$ cat src/rtl/ppu_pads_pkg.sv
`default_nettype none
// ============================================================================
// Package   : ppu_pads_pkg
// Purpose   : Shared types and helpers for the PPU VRAM bus sequencer.
// Revision  : 1.0 - initial release
// ============================================================================
package ppu_pads_pkg;

   // Bus cycle phases, in the order a single access walks through them
   typedef enum logic [2:0] {
      IDLE = 3'd0,
      ALE  = 3'd1,
      HOLD = 3'd2,
      STB  = 3'd3,
      REC  = 3'd4
   } bus_state_t;

   // Width of the phase down-counter: it must hold (longest phase - 1)
   function automatic int phase_cnt_w(input int a, input int b, input int c, input int d);
      int m;
      m = a;
      if (b > m) m = b;
      if (c > m) m = c;
      if (d > m) m = d;
      return (m <= 1) ? 1 : $clog2(m);
   endfunction

endpackage : ppu_pads_pkg
`default_nettype wire

$ cat src/rtl/ppu_vram_bus_seq.sv
`default_nettype none
// ============================================================================
// Module    : ppu_vram_bus_seq
// Purpose   : Sequences one multiplexed VRAM address/data bus cycle per
//             request: ALE phase, address hold, /RD or /WR strobe, optional
//             recovery. All pad outputs are registered; read data is latched.
// Revision  : 1.0 - initial release
// ============================================================================
module ppu_vram_bus_seq
   import ppu_pads_pkg::*;
#(
   parameter int AW       = 14,
   parameter int DW       = 8,
   parameter int ALE_CYC  = 1,
   parameter int HOLD_CYC = 1,
   parameter int STB_CYC  = 2,
   parameter int REC_CYC  = 1
) (
   input  logic               PCLK,
   input  logic               RES,
   input  logic               req,
   input  logic               we,
   input  logic [AW-1:0]      addr,
   input  logic [DW-1:0]      wdata,
   output logic               ack,
   output logic [DW-1:0]      rdata,
   output logic               busy,
   output logic [DW-1:0]      ad_out,
   output logic               ad_oe,
   input  logic [DW-1:0]      ad_in,
   output logic [AW-DW-1:0]   pa_out,
   output logic               ale,
   output logic               n_rd,
   output logic               n_wr
);

   localparam int CNT_W = phase_cnt_w(ALE_CYC, HOLD_CYC, STB_CYC, REC_CYC);

   // Counter load values: a phase of N cycles counts N-1 down to 0
   localparam logic [CNT_W-1:0] LD_ALE  = CNT_W'(ALE_CYC - 1);
   localparam logic [CNT_W-1:0] LD_HOLD = CNT_W'(HOLD_CYC - 1);
   localparam logic [CNT_W-1:0] LD_STB  = CNT_W'(STB_CYC - 1);
   localparam logic [CNT_W-1:0] LD_REC  = CNT_W'((REC_CYC > 0) ? REC_CYC - 1 : 0);
   localparam logic             HAS_REC = (REC_CYC > 0);

   bus_state_t        state_q,  state_d;
   logic [CNT_W-1:0]  cnt_q,    cnt_d;
   logic              we_q,     we_d;
   logic [DW-1:0]     wdata_q,  wdata_d;
   logic [DW-1:0]     rdata_q,  rdata_d;
   logic              ack_q,    ack_d;
   logic              busy_q,   busy_d;
   logic              ale_q,    ale_d;
   logic              n_rd_q,   n_rd_d;
   logic              n_wr_q,   n_wr_d;
   logic              ad_oe_q,  ad_oe_d;
   logic [DW-1:0]     ad_out_q, ad_out_d;
   logic [AW-DW-1:0]  pa_out_q, pa_out_d;

   // Phase sequencing; pad values are computed for the state being entered
   // so every pad comes straight from a flop
   always_comb begin
      state_d  = state_q;
      cnt_d    = cnt_q;
      we_d     = we_q;
      wdata_d  = wdata_q;
      rdata_d  = rdata_q;
      ack_d    = 1'b0;
      ale_d    = ale_q;
      n_rd_d   = n_rd_q;
      n_wr_d   = n_wr_q;
      ad_oe_d  = ad_oe_q;
      ad_out_d = ad_out_q;
      pa_out_d = pa_out_q;

      case (state_q)
         IDLE: begin
            if (req) begin
               // Capture the whole request; the address lives on in the
               // AD/PA registers for the rest of the access
               we_d     = we;
               wdata_d  = wdata;
               state_d  = ALE;
               cnt_d    = LD_ALE;
               ale_d    = 1'b1;
               ad_oe_d  = 1'b1;
               ad_out_d = addr[DW-1:0];
               pa_out_d = addr[AW-1:DW];
            end
         end

         ALE: begin
            if (cnt_q == '0) begin
               state_d = HOLD;
               cnt_d   = LD_HOLD;
               ale_d   = 1'b0;
            end else begin
               cnt_d = cnt_q - 1'b1;
            end
         end

         HOLD: begin
            if (cnt_q == '0) begin
               state_d = STB;
               cnt_d   = LD_STB;
               if (we_q) begin
                  // AD switches from address to data together with /WR
                  n_wr_d   = 1'b0;
                  ad_oe_d  = 1'b1;
                  ad_out_d = wdata_q;
               end else begin
                  // Release AD before the memory starts driving it
                  n_rd_d  = 1'b0;
                  ad_oe_d = 1'b0;
               end
            end else begin
               cnt_d = cnt_q - 1'b1;
            end
         end

         STB: begin
            if (cnt_q == '0) begin
               // Last strobe cycle: latch read data so it is valid with ack
               if (!we_q) begin
                  rdata_d = ad_in;
               end
               ack_d   = 1'b1;
               n_rd_d  = 1'b1;
               n_wr_d  = 1'b1;
               ad_oe_d = 1'b0;
               if (HAS_REC) begin
                  state_d = REC;
                  cnt_d   = LD_REC;
               end else begin
                  state_d = IDLE;
               end
            end else begin
               cnt_d = cnt_q - 1'b1;
            end
         end

         REC: begin
            if (cnt_q == '0) begin
               state_d = IDLE;
            end else begin
               cnt_d = cnt_q - 1'b1;
            end
         end

         default: begin
            state_d = IDLE;
            n_rd_d  = 1'b1;
            n_wr_d  = 1'b1;
            ale_d   = 1'b0;
            ad_oe_d = 1'b0;
         end
      endcase

      busy_d = (state_d != IDLE);
   end

   // State and pad registers; reset drops strobes and tristates AD at once
   always_ff @(posedge PCLK or posedge RES) begin
      if (RES) begin
         state_q  <= IDLE;
         cnt_q    <= '0;
         we_q     <= 1'b0;
         wdata_q  <= '0;
         rdata_q  <= '0;
         ack_q    <= 1'b0;
         busy_q   <= 1'b0;
         ale_q    <= 1'b0;
         n_rd_q   <= 1'b1;
         n_wr_q   <= 1'b1;
         ad_oe_q  <= 1'b0;
         ad_out_q <= '0;
         pa_out_q <= '0;
      end else begin
         state_q  <= state_d;
         cnt_q    <= cnt_d;
         we_q     <= we_d;
         wdata_q  <= wdata_d;
         rdata_q  <= rdata_d;
         ack_q    <= ack_d;
         busy_q   <= busy_d;
         ale_q    <= ale_d;
         n_rd_q   <= n_rd_d;
         n_wr_q   <= n_wr_d;
         ad_oe_q  <= ad_oe_d;
         ad_out_q <= ad_out_d;
         pa_out_q <= pa_out_d;
      end
   end

   assign ack    = ack_q;
   assign rdata  = rdata_q;
   assign busy   = busy_q;
   assign ale    = ale_q;
   assign n_rd   = n_rd_q;
   assign n_wr   = n_wr_q;
   assign ad_oe  = ad_oe_q;
   assign ad_out = ad_out_q;
   assign pa_out = pa_out_q;

endmodule : ppu_vram_bus_seq
`default_nettype wire

$ cat config.mk
export PLATFORM = sky130hd
export DESIGN_NAME = ppu_vram_bus_seq
export DESIGN_NICKNAME = d
export VERILOG_FILES = /design/src/rtl/ppu_pads_pkg.sv /design/src/rtl/ppu_vram_bus_seq.sv
export SDC_FILE = /design/constraint.sdc
export NUM_CORES = 1
export LEC_CHECK = 0
export ABC_AREA = 1
export CAP_MARGIN = 15
export CORE_ASPECT_RATIO = 1.25
export CORE_MARGIN = 5
export CORE_UTILIZATION = 35
export CTS_CLUSTER_SIZE = 12
export DETAILED_ROUTE_END_ITERATION = 8
export GPL_TIMING_DRIVEN = 0
export PLACE_DENSITY_LB_ADDON = 0.08
export SLEW_MARGIN = 5
export SYNTH_ARGS = -nofsm -noshare
export SYNTH_HDL_FRONTEND = slang
export SYNTH_SLANG_ARGS = --single-unit
export TNS_END_PERCENT = 30
$ cat constraint.sdc
create_clock -name PCLK -period 3.9 [get_ports PCLK]
set_clock_uncertainty 0.05 [all_clocks]
set_input_delay 1.17 -clock PCLK [delete_from_list [all_inputs] [get_ports PCLK]]
set_output_delay 1.17 -clock PCLK [all_outputs]
set_load 0.01 [all_outputs]
==> summary by stage, run 1 <==
Outcome
The flow ran to the end, and the final reports show no timing, DRC or antenna violations.

STA
The time the final worst path needs with I/O delays and setup is 2570 ps. Static timing analysis puts the maximum clock frequency at roughly 390 MHz. Hold timing on the final database bottoms out at a slack of 411 ps. Setup repair after global routing left no endpoint under its margin. The headroom to the max-slew limit is 0.704. At the pin with the least slew margin, the transition time is ~440 ps. Setup violations remaining at the end of the flow were counted as 0.

Summed over all failing endpoints, the final setup total negative slack is 0 ps. The final worst setup slack is ~1300 ps. Of the available clock period, the critical path in the final layout requires 0.658.

The count of final hold-check violations is 0. The number of pins exceeding their max-slew limit in the final report is 0.

Clocking
The tree is rooted in a sky130_fd_sc_hd__clkbuf_8. The number of hold buffers added after CTS is 0. Post-CTS repair changed the size of 0 cells. For this design, the sink count on the clock tree is 41.

The clock-pin slew of the registers on the worst-case setup and hold paths is about 70 ps. The H-tree generated during clock tree synthesis spans 2 levels. The CTS tree is yes. The clock insertion delay at the later pin of the skew report is between 200 and 300 ps. The number of buffers inserted during clock tree synthesis is 5. The maximum buffer depth of the clock tree is 2.

The count of buffers added by post-CTS timing repair for setup is 0.

Routing
Before antenna repair, the detailed router went through 4 iterations. After detailed routing, the number of vias per cell comes to 4.63. The routed layout has 1639 vias. The number of antenna-violating nets in the routed design is 0. The detail-routed net length per standard cell is ~12 µm. After detailed routing, the number of remaining DRC violations is 0. The final wirelength is 4180 µm.

In this run, the number of DRC markers left after iteration 0 of detailed routing was 52.

Cells and area
The number of standard cells in the layout, taps in and fillers out is 354. Compared with the post-synthesis result, the final layout area differs by 43.6%. The final cell utilization of the core is 0.518. The number of antenna diodes in the final layout is 0. In the final design database the tool counted about 330 nets. The filler cells instantiated in the layout total between 400 and 500.

The share of post-route cells with drive strength above 1 is 0.106. Once layout is done, the placed cells without fillers occupy 2630 µm².

Logic synthesis
The async set-reset flop share out of synthesis is 1.00. Summed over all instances, the cell type with the most area after synthesis is sky130_fd_sc_hd__dfrtp_1. The number of synthesized flops with an enable pin is 0. The most frequent cell after synthesis is sky130_fd_sc_hd__nand2_1. In the post-synthesis netlist, the biggest area contributors are sky130_fd_sc_hd__dfrtp_1 53%, sky130_fd_sc_hd__nand2_1 22%, sky130_fd_sc_hd__nand3_1 6.3%. The number of warnings reported in the yosys synthesis log is 0. After synthesis the netlist holds a flip-flop and latch count of 41. The cell count after synthesis is between 200 and 250.

The commonest cells after synthesis are 109 x sky130_fd_sc_hd__nand2_1, 39 x sky130_fd_sc_hd__dfrtp_1, 23 x sky130_fd_sc_hd__nand3_1. The share of the synthesized area in the top cell type is 0.533. Yosys mapped the design onto 20 distinct sky130hd cell types. The sequential cell area fraction in the yosys report is 0.561. The dominant synthesized flop cell is sky130_fd_sc_hd__dfrtp_1. The cell area that synthesis handed to floorplanning was 1830 µm². The post-synth net total is 257. The average footprint of a synthesized cell is around 8 µm².

Floorplanning
The overall die width is between 70 and 80 µm. The floorplan step set the die height to 90.9 µm. For this configuration, the core starts out at a cell density of 0.361.

The region available for standard cell placement spans approximately 5100 µm². Pin placement for this block handled 62 I/O pins. The initialized floorplan defines 29 standard-cell rows. The area enclosed by the die boundary is 6790 µm².

Placed design
The last weighted congestion value of the routability-driven placer is roughly 0.85. Summed over all nets, the half-perimeter wirelength after detailed placement is between 3000 and 4000 µm. The number of cells in the design after placement is between 300 and 400.

In this run the cell area measured after placement is 2540 µm². The post-place setup slack is about 1400 ps. Input and output buffers added on the ports amount to roughly 60.

Critical path
The worst reg2reg path depth is 7. The arrival time at the worst endpoint is 1350 ps. For flop-to-flop paths, the worst setup slack is about 2400 ps. On the critical path the largest part of the delay comes from flip-flops. STA classifies the critical path endpoint as an output pin. The delay contributed by the slowest stage of the critical path is 530 ps. The kind of critical path is flip-flop to output pin. For this design, the slowest cell found on the critical path is sky130_fd_sc_hd__dfstp_2. Walking the worst path, the cells encountered are clkdlybuf4s50_1. Counting both buffers and inverters, the worst setup path holds a total of 1. The critical path launch point type is a flip-flop. The worst register-to-register path ends at pa_out[2]$_DFFE_PP0P_. The required time of the worst setup path is approximately 2700 ps. The highest net fanout along the worst path is 2. The startpoint of the worst-slack reg-to-reg timing path is state_q[1]$_DFF_PP0_.

Global routing
The first-pass GRT wire length is 7470 µm. The initial antenna violation count came to 0. The global route total overflow is 0. The pin count of the biggest net entering global routing is 28. The overall global routing resource usage is 0.141. The via count of the first global-routing pass is approximately 1700.

Worst hold path
The worst hold path begins at n_rd$_DFFE_PP1P_. The hold path depth is 2. The classification of the worst-slack hold path is flip-flop to flip-flop.

The endpoint of the worst hold-timing path is n_rd$_DFFE_PP1P_.

Power
The internal power of the cells totals between 1 and 1.5 mW. The leakage component of the power is about 1.3 nW. IR analysis of the VDD net gives a maximum drop of 345 µV. The switching power summed over all nets is roughly 0.83 mW. The proportion of power drawn by flip-flops and latches is 0.363.

The fraction of power spent switching nets is 0.400. The overall power of the completed layout is between 2 and 2.5 mW. The part of the power in combinational logic is 0.501. For this design the ratio of total power to cell area is between 700 and 800 nW/µm². Of the total power, the clock network draws 0.136.

Job
Across the run, the number of max-cap violations was 0.
area by class of cell:
type / instances / area, µm² / area share
Multi-Input combinational cell: 162 / 719 / 0.274
Sequential cell: 41 / 1030 / 0.391
Buffer: 8 / 38.8 / 0.0147
Inverter: 12 / 45.0 / 0.0171
Tap cell: 62 / 77.6 / 0.0295
Clock inverter: 1 / 7.51 / 0.00285
Clock buffer: 6 / 82.6 / 0.0314
Timing Repair Buffer: 62 / 631 / 0.240
power groups by stage:
stage / clock, mW / sequential (mW) / combinational [mW]
finish: 0.284 / 0.757 / 1.04
floorplan: 0 / 0.814 / 0.562
detailed placement: 0 / 0.763 / 1.06
global route: 0.314 / 0.788 / 1.19
global placement: 0 / 0.759 / 1.05
CTS: 0.293 / 0.759 / 1.06
flip-flops by register name, summed over array words and instances (netlist names):
name	flops
ack	1
ad_oe	1
ad_out	8
ale	1
busy	1
cnt_q	1
n_rd	1
n_wr	1
pa_out	6
rdata	8
state_q	3
wdata_q	8
we_q	1
worst max-delay path by stage:
stage / start / depth (start not counted) / to
global route: n_rd$_DFFE_PP1P_ / 1 / n_rd
CTS: n_wr$_DFFE_PP1P_ / 1 / n_wr
finish: n_wr$_DFFE_PP1P_ / 1 / n_wr
detailed placement: req / 7 / wdata_q[1]$_DFFE_PP0P_
floorplan: RES / 1 / ack$_DFF_PP0_
global placement: RES / 2 / ad_out[7]$_DFFE_PP0P_
routing by layer:
metal	vias to the layer above	global-route usage	share of wire	wire length, µm
li1	843	-	-	-
met1	745	0.165	0.42	1770
met2	44	0.226	0.47	1970
met3	7	0.0568	0.087	362
met4	0	0.0564	0.017	72
met5	-	0	0	0
cells in the final DEF, fill, tap and decap left out, drive strengths merged:
cell type / Yosys / final
dfrtp: 39 / 39
dfstp: 2 / 2
nand4: 9 / 9
nor2: 7 / 7
clkbuf: 1 / 7
clkdlybuf4s50: 0 / 61
nand3: 24 / 24
inv: 12 / 12
nor3: 1 / 1
o21ai: 8 / 8
nand2: 112 / 112
a21oi: 1 / 1
buf: 7 / 8
clkinvlp: 0 / 1
cell families after synthesis:
group	Yosys count	share of synthesized area
buffers and inverters	20	0.0458
and+or+nand+nor	153	0.366
AOI/OAI and AO/OA	9	0.0266
DFF	41	0.561
(Power assumes the default switching activity.)
==> run 2, diff against run 1 <==
==> constraint.sdc (replaced) <==
create_clock -name PCLK -period 2.4 [get_ports PCLK]
set_clock_uncertainty 0.05 [all_clocks]
set_input_delay 0.72 -clock PCLK [delete_from_list [all_inputs] [get_ports PCLK]]
set_output_delay 0.72 -clock PCLK [all_outputs]
set_load 0.01 [all_outputs]
==> results of run 2 <==
The final DEF is identical to that of run 1. Status: finished, final reports clean.
Among the figures that moved: setup slack after placement 1350 ps -> 304 ps; setup slack after layout 1330 ps -> 282 ps; register-to-register setup slack 2380 ps -> 880 ps; total power 2.08 mW -> 3.39 mW; worst IR drop on VDD 345 µV -> 560 µV
